`config.mk`:
```
export PLATFORM = sky130hd
export DESIGN_NAME = data_reg_16b
export DESIGN_NICKNAME = d
export VERILOG_FILES = /design/src/rtl/data_reg_16b.sv
export SDC_FILE = /design/constraint.sdc
export NUM_CORES = 1
export LEC_CHECK = 0
export ABC_AREA = 1
export CORE_MARGIN = 5
export CORE_UTILIZATION = 28
export CTS_BUF_LIST = sky130_fd_sc_hd__clkbuf_4
export CTS_CLUSTER_SIZE = 28
export DETAILED_ROUTE_END_ITERATION = 8
export GPL_TIMING_DRIVEN = 0
export PLACE_DENSITY_LB_ADDON = 0.25
export SYNTH_ARGS = -nofsm -noshare
export SYNTH_HDL_FRONTEND = slang
export SYNTH_SLANG_ARGS = --single-unit
```
`constraint.sdc`:
```
create_clock -name clock -period 0.8 [get_ports clock]
set_clock_uncertainty 0.05 [all_clocks]
set_input_delay 0.12 -clock clock [delete_from_list [all_inputs] [get_ports clock]]
set_output_delay 0.12 -clock clock [all_outputs]
set_load 0.01 [all_outputs]
```
`src/rtl/data_reg_16b.sv`:
```
// Edge-triggered pipeline holding register; optional stall input under DATA_REG_STALL_EN.
// Latency: one rising edge from data_in to data_out. Backpressure: none; stall (if built) holds.
// Reset is asynchronous active-low and overrides stall.
module data_reg_16b #(
  parameter int               WIDTH       = 16,
  parameter logic [WIDTH-1:0] RESET_VALUE = {WIDTH{1'b0}}
) (
  input  logic             clock,
  input  logic             reset_n,
`ifdef DATA_REG_STALL_EN
  input  logic             stall,
`endif
  input  logic [WIDTH-1:0] data_in,
  output logic [WIDTH-1:0] data_out
);

  logic load_en;

`ifdef DATA_REG_STALL_EN
  assign load_en = ~stall;
`else
  assign load_en = 1'b1;
`endif

  always_ff @(posedge clock or negedge reset_n) begin
    if (!reset_n) begin
      data_out <= RESET_VALUE;
    end else if (load_en) begin
      data_out <= data_in;
    end
  end

endmodule

```
==> flow_metrics.env, run 1 <==
export IMPL_setup_tns_final_ns=-2.23
export IMPL_yosysWarnings=0
export IMPL_share_seq_of_total_power=0.603
export IMPL_synthesized_netlist_net_count=34
export IMPL_tritoncts="built"
export IMPL_number_of_global_route_vias_before_repair=331
export IMPL_p_int_mw=1.14
export IMPL_die_width_um=47.8
export IMPL_synth_ff_latch_count=16
export IMPL_power_share_combinational=0.124
export IMPL_grt_util_all_layers=0.0962
export IMPL_core_rowCount=13
export IMPL_most_common_layout_cells="dfrtp_1, clkdlybuf4s50_1, buf_2"
export IMPL_finalWeightedCongestion=0.651
export IMPL_final_util=0.547
export IMPL_layout_worst_path_cycle_share=1.19
export IMPL_antennaDiodeCount=0
export IMPL_max_flop_register="data_out"
export IMPL_timing_worst_setup_path_type="reg2out"
export IMPL_post_cts_setup_buffers=0
export IMPL_share_clk_of_total_power=0.273
export IMPL_switching_share=0.200
export IMPL_portBuffers=33
export IMPL_synth_cell_area_sq_um=400
export IMPL_crit_start="data_out[11]"
export IMPL_share_of_the_synthesized_area_in_the_top_cell_type=1.00
export IMPL_placedCellCount=64
export IMPL_run_status="finished, violations left"
export IMPL_design_core_area_sq_um=1330
export IMPL_timing_critical_path_buf_inv=1
export IMPL_grt_pass1_wl_mm=1.41
export IMPL_cts_hold_buffers_added=0
export IMPL_post_synth_top_area_cell="dfrtp_1"
export IMPL_post_synth_cell_area_avg_sq_um=25.0
export IMPL_post_dp_cell_area_sq_um=749
export IMPL_htreeDepth=1
export IMPL_initial_core_utilization=0.300
export IMPL_timing_critical_path_slowest_cell_delay_ns=0.37
export IMPL_clock_tree_buffer_depth=2
export IMPL_hold_viol=16
export IMPL_switchingPower_mw=0.285
export IMPL_violated_checks="hold timing, setup timing"
export IMPL_cp_cell_sequence="buf_2"
export IMPL_clock_fmax_mhz=1050
export IMPL_setup_slack_ns=-0.149
export IMPL_route_vias_total=277
export IMPL_total_design_power_mw=1.43
export IMPL_setup_violations_final=16
export IMPL_gr_total_overflow=0
export IMPL_cpMaxStageDelayCell="dfrtp_1"
export IMPL_worstPathRequired_ns=0.63
export IMPL_fin_nets=72
export IMPL_share_of_cells_above_drive_strength_1=0.358
export IMPL_setup_crit_end_kind="output pin"
export IMPL_registers_with_the_most_flip_flops="data_out x16"
export IMPL_synthDistinctLibCells=1
export IMPL_rsz0062_at_grt="true"
export IMPL_cts_made_buffers=3
export IMPL_drtIter0Drc=0
export IMPL_place_worst_setup_slack_ns=-0.248
export IMPL_cp_data_arrival_time_ns=0.78
export IMPL_clkSlewWorstSetupHoldPaths_ns=0.08
export IMPL_maxSlewHeadroom=0.549
export IMPL_static_leakage_power_nw=0.351
export IMPL_syn_inst=16
export IMPL_worst_path_max_fanout=1
export IMPL_numClockSinks=16
export IMPL_drt_total_wl_um=971
export IMPL_timing_final_max_slew_violations=0
export IMPL_synth_area_leaders="dfrtp_1"
export IMPL_finalHoldWorstSlack_ns=-0.183
export IMPL_wl_per_cell_um=14.3
export IMPL_layout_cells_non_filler=68
export IMPL_ys_seq_area_frac=1.00
export IMPL_peakVddDrop_v=0.000962
export IMPL_cts_root_buf="clkbuf_4"
export IMPL_largest_register_ff_count=16
export IMPL_final_antenna_net_count=0
export IMPL_multi_input_area_sq_um=0
export IMPL_pin_count=34
export IMPL_grt_antenna_before_repair=0
export IMPL_route_detailed_vias_per_inst=4.07
export IMPL_critical_path_top_delay_family="flip-flops"
export IMPL_critPathCapture="data_out[11]"
export IMPL_die_footprint_sq_um=2290
export IMPL_critical_path_depth=1
export IMPL_start_kind="flip-flop"
export IMPL_stdcell_area_sq_um=729
export IMPL_max_cap_viol_count=0
export IMPL_grt_start_max_net_pins=17
export IMPL_route_detailed_drc=0
export IMPL_die_height_um=47.8
export IMPL_holdCritPathClass="in2async"
export IMPL_power_per_cell_area_nw_per_um2=1960
export IMPL_area_growth_syn_to_layout_pct=82.2
export IMPL_final_period_minus_worst_setup_slack_ns=0.949
export IMPL_place_detailed_hpwl_um=831
export IMPL_multi_input_cells=0
export IMPL_detail_route_first_pass_iterations=1
export IMPL_tightestPinTransition_ns=0.675
==> power groups by stage <==
stage	logic (mW)	registers [mW]	clock network [mW]
global route	0.191	0.866	0.447
floorplan	0	0.899	0
finish	0.177	0.861	0.389
global placement	0.202	0.875	0
CTS	0.176	0.861	0.421
detailed placement	0.207	0.877	0
==> synthesized netlist by cell type <==
master and count:
dfrtp_1 16
==> how the worst min path moves through the flow <==
| stage | cells past startpoint | start | endpoint | slack (ns) |
|---|---|---|---|---|
| after floorplan | 0 | reset_n | data_out[0] | -0.23 |
| after global placement | 1 | reset_n | data_out[6] | 0.49 |
| after detailed placement | 1 | reset_n | data_out[9] | 0.51 |
| after CTS | 1 | reset_n | data_out[3] | 0.20 |
| after global routing | 1 | reset_n | data_out[8] | -0.12 |
| final | 1 | reset_n | data_out[9] | -0.18 |
==> what timing repair did <==
action / 4_1_cts / 5_1_grt
endpoints found under the hold margin: 0 / 16
resized for setup: 67 / 3
endpoints found under the setup margin: 16 / 32
==> cells by family (layout without fill, tap and decap cells) <==
logic type / after synthesis / after routing / synth area share
flops: 16 / 16 / 1.00
buf+inv: 0 / 37 / 0
==> layout make-up <==
class                 count  area (sq um)
Clock buffer              3          22.5
Sequential cell          16           400
Fill cell               119           604
Tap cell                 15          18.8
Timing Repair Buffer     33           284
Clock inverter            1          3.75
==> metal layers <==
metal | vias up | GRT usage | part of all wire
met3 | 0 | 0.0301 | 0.14
li1 | 121 | - | -
met2 | 19 | 0.182 | 0.57
met1 | 137 | 0.0909 | 0.29
met4 | 0 | 0.0484 | 0
met5 | - | 0 | 0
(Power assumes the default switching activity.)
==> run 2, diff against run 1 <==
- PLACE_DENSITY: not set -> 0.81
- PLACE_DENSITY_LB_ADDON: 0.25 -> not set
==> run 2 against run 1 <==
The flow still finishes with violations (hold timing, setup timing); global-route usage fell by 1.2 points; hold slack worse by 0.0015 ns; routed wire length is 4.0% lower; final area down 4.3%; utilization fell by 2.3 points; critical path depth did not move; maximum frequency decreased by 0.86%; clock-buffer cell count is the same; die area unchanged; combinational power fell by 9%; critical endpoint is now data_out[2]; total power up 0.44%.
==> flow_metrics.env, run 2 (same netlist as run 1, synthesis figures left out) <==
export IMPL_run_status="finished, violations left"
export IMPL_violated_checks="hold timing, setup timing"
export IMPL_placedCellCount=64
export IMPL_htreeDepth=1
export IMPL_drt_total_wl_um=932
export IMPL_finalHoldWorstSlack_ns=-0.185
export IMPL_cts_hold_buffers_added=0
export IMPL_portBuffers=33
export IMPL_worstPathRequired_ns=0.63
export IMPL_setup_crit_end_kind="output pin"
export IMPL_die_footprint_sq_um=2290
export IMPL_gr_busiest_metal="met2"
export IMPL_clkSlewWorstSetupHoldPaths_ns=0.09
export IMPL_route_vias_total=273
export IMPL_timing_critical_path_slowest_cell_delay_ns=0.38
export IMPL_die_width_um=47.8
export IMPL_holdCritPathClass="in2async"
export IMPL_number_of_global_route_vias_before_repair=260
export IMPL_start_kind="flip-flop"
export IMPL_final_util=0.523
export IMPL_rsz0062_at_grt="true"
export IMPL_timing_critical_path_buf_inv=1
export IMPL_final_antenna_net_count=0
export IMPL_stdcell_area_sq_um=698
export IMPL_finalWeightedCongestion=0.588
export IMPL_max_cap_viol_count=0
export IMPL_detail_route_first_pass_iterations=2
export IMPL_cp_data_arrival_time_ns=0.79
export IMPL_tritoncts="built"
export IMPL_globalRouteMet1Util=0.0708
export IMPL_max_flop_register="data_out"
export IMPL_grt_pass1_wl_mm=1.21
export IMPL_hold_viol=16
export IMPL_pin_count=34
export IMPL_p_int_mw=1.13
export IMPL_post_dp_cell_area_sq_um=749
export IMPL_layout_cells_non_filler=68
export IMPL_registers_with_the_most_flip_flops="data_out x16"
export IMPL_maxSlewHeadroom=0.542
export IMPL_place_worst_setup_slack_ns=-0.304
export IMPL_core_rowCount=13
export IMPL_timing_final_max_slew_violations=0
export IMPL_final_period_minus_worst_setup_slack_ns=0.957
export IMPL_peakVddDrop_v=0.000988
export IMPL_layout_worst_path_cycle_share=1.20
export IMPL_fin_nets=72
export IMPL_initial_core_utilization=0.300
export IMPL_gr_total_overflow=0
export IMPL_drtIter0Drc=2
export IMPL_grt_start_max_net_pins=17
export IMPL_tightestPinTransition_ns=0.687
export IMPL_clock_fmax_mhz=1040
export IMPL_grt_util_all_layers=0.0842
export IMPL_power_per_cell_area_nw_per_um2=2050
export IMPL_area_growth_syn_to_layout_pct=74.4
export IMPL_cp_cell_sequence="buf_2"
export IMPL_antennaDiodeCount=0
export IMPL_share_seq_of_total_power=0.598
export IMPL_share_of_cells_above_drive_strength_1=0.358
export IMPL_cts_root_buf="clkbuf_4"
export IMPL_route_detailed_drc=0
export IMPL_setup_slack_ns=-0.157
export IMPL_fillers=120
export IMPL_numClockSinks=16
export IMPL_seq_area_sq_um=400
export IMPL_route_detailed_vias_per_inst=4.01
export IMPL_clock_tree_buffer_depth=2
export IMPL_power_share_combinational=0.112
export IMPL_grt_antenna_before_repair=0
export IMPL_share_clk_of_total_power=0.290
export IMPL_multi_input_cells=0
export IMPL_switchingPower_mw=0.306
export IMPL_cts_made_buffers=3
export IMPL_setup_violations_final=16
export IMPL_worst_path_max_fanout=1
export IMPL_gr_usage_met3=0.0489
export IMPL_die_height_um=47.8
export IMPL_largest_register_ff_count=16
export IMPL_multi_input_area_sq_um=0
export IMPL_switching_share=0.213
export IMPL_global_route_usage_met2=0.150
export IMPL_static_leakage_power_nw=0.340
export IMPL_most_common_layout_cells="dfrtp_1, clkdlybuf4s50_1, buf_2"
export IMPL_timing_worst_setup_path_type="reg2out"
export IMPL_critical_path_top_delay_family="flip-flops"
export IMPL_design_core_area_sq_um=1330
export IMPL_cpMaxStageDelayCell="dfrtp_1"
export IMPL_wl_per_cell_um=13.7
==> run 2: cell counts in the layout (fill, tap and decap cells not counted) <==
Identical to the previous run, type by type.
==> run 2: path summary, 6_finish.rpt <==
check / slack [ns] / end / startpoint / depth (start not counted)
setup / recovery: -0.16 / data_out[2] / data_out[2] / 1
max in group asynchronous: 0.45 / data_out[13] / reset_n / 1
hold / removal: -0.18 / data_out[11] / reset_n / 1
min in group clock: 0.22 / data_out[0] / data_in[0] / 1
==> run 2: what timing repair did <==
item                       in CTS  in global routing
hold endpoints to repair        0                 16
pin swaps                       0                  0
gates cloned                    0                  0
setup buffers                   0                  0
setup endpoints to repair      16                 32
gates resized for setup        64                  1
==> run 2: final cells by class <==
class / count / share of cell area
Sequential cell: 16 / 0.573
Tap cell: 15 / 0.0269
Clock buffer: 3 / 0.0323
Timing Repair Buffer: 33 / 0.362
Clock inverter: 1 / 0.00538
==> run 2: per-layer routing <==
layer | up-vias | share of wire
met1 | 133 | 0.30
met2 | 17 | 0.54
met4 | 0 | 0
met3 | 0 | 0.17
li1 | 123 | -
met5 | - | 0
==> run 2: stage by stage <==
step	TNS [ns]	hold WS (ns)	power, mW
floorplan	0	-0.226	0.899
global placement	-7.57	0.516	1.08
detailed placement	-8.15	0.518	1.08
CTS	-2.49	0.214	1.46
global route	-2.92	-0.126	1.51
finish	-2.29	-0.185	1.43
==> run 2: power groups by stage <==
stage | registers (mW) | logic (mW) | clock network [mW]
finish | 0.857 | 0.161 | 0.416
global route | 0.860 | 0.175 | 0.471
CTS | 0.858 | 0.166 | 0.433
detailed placement | 0.876 | 0.205 | 0
global placement | 0.874 | 0.202 | 0
floorplan | 0.899 | 0 | 0
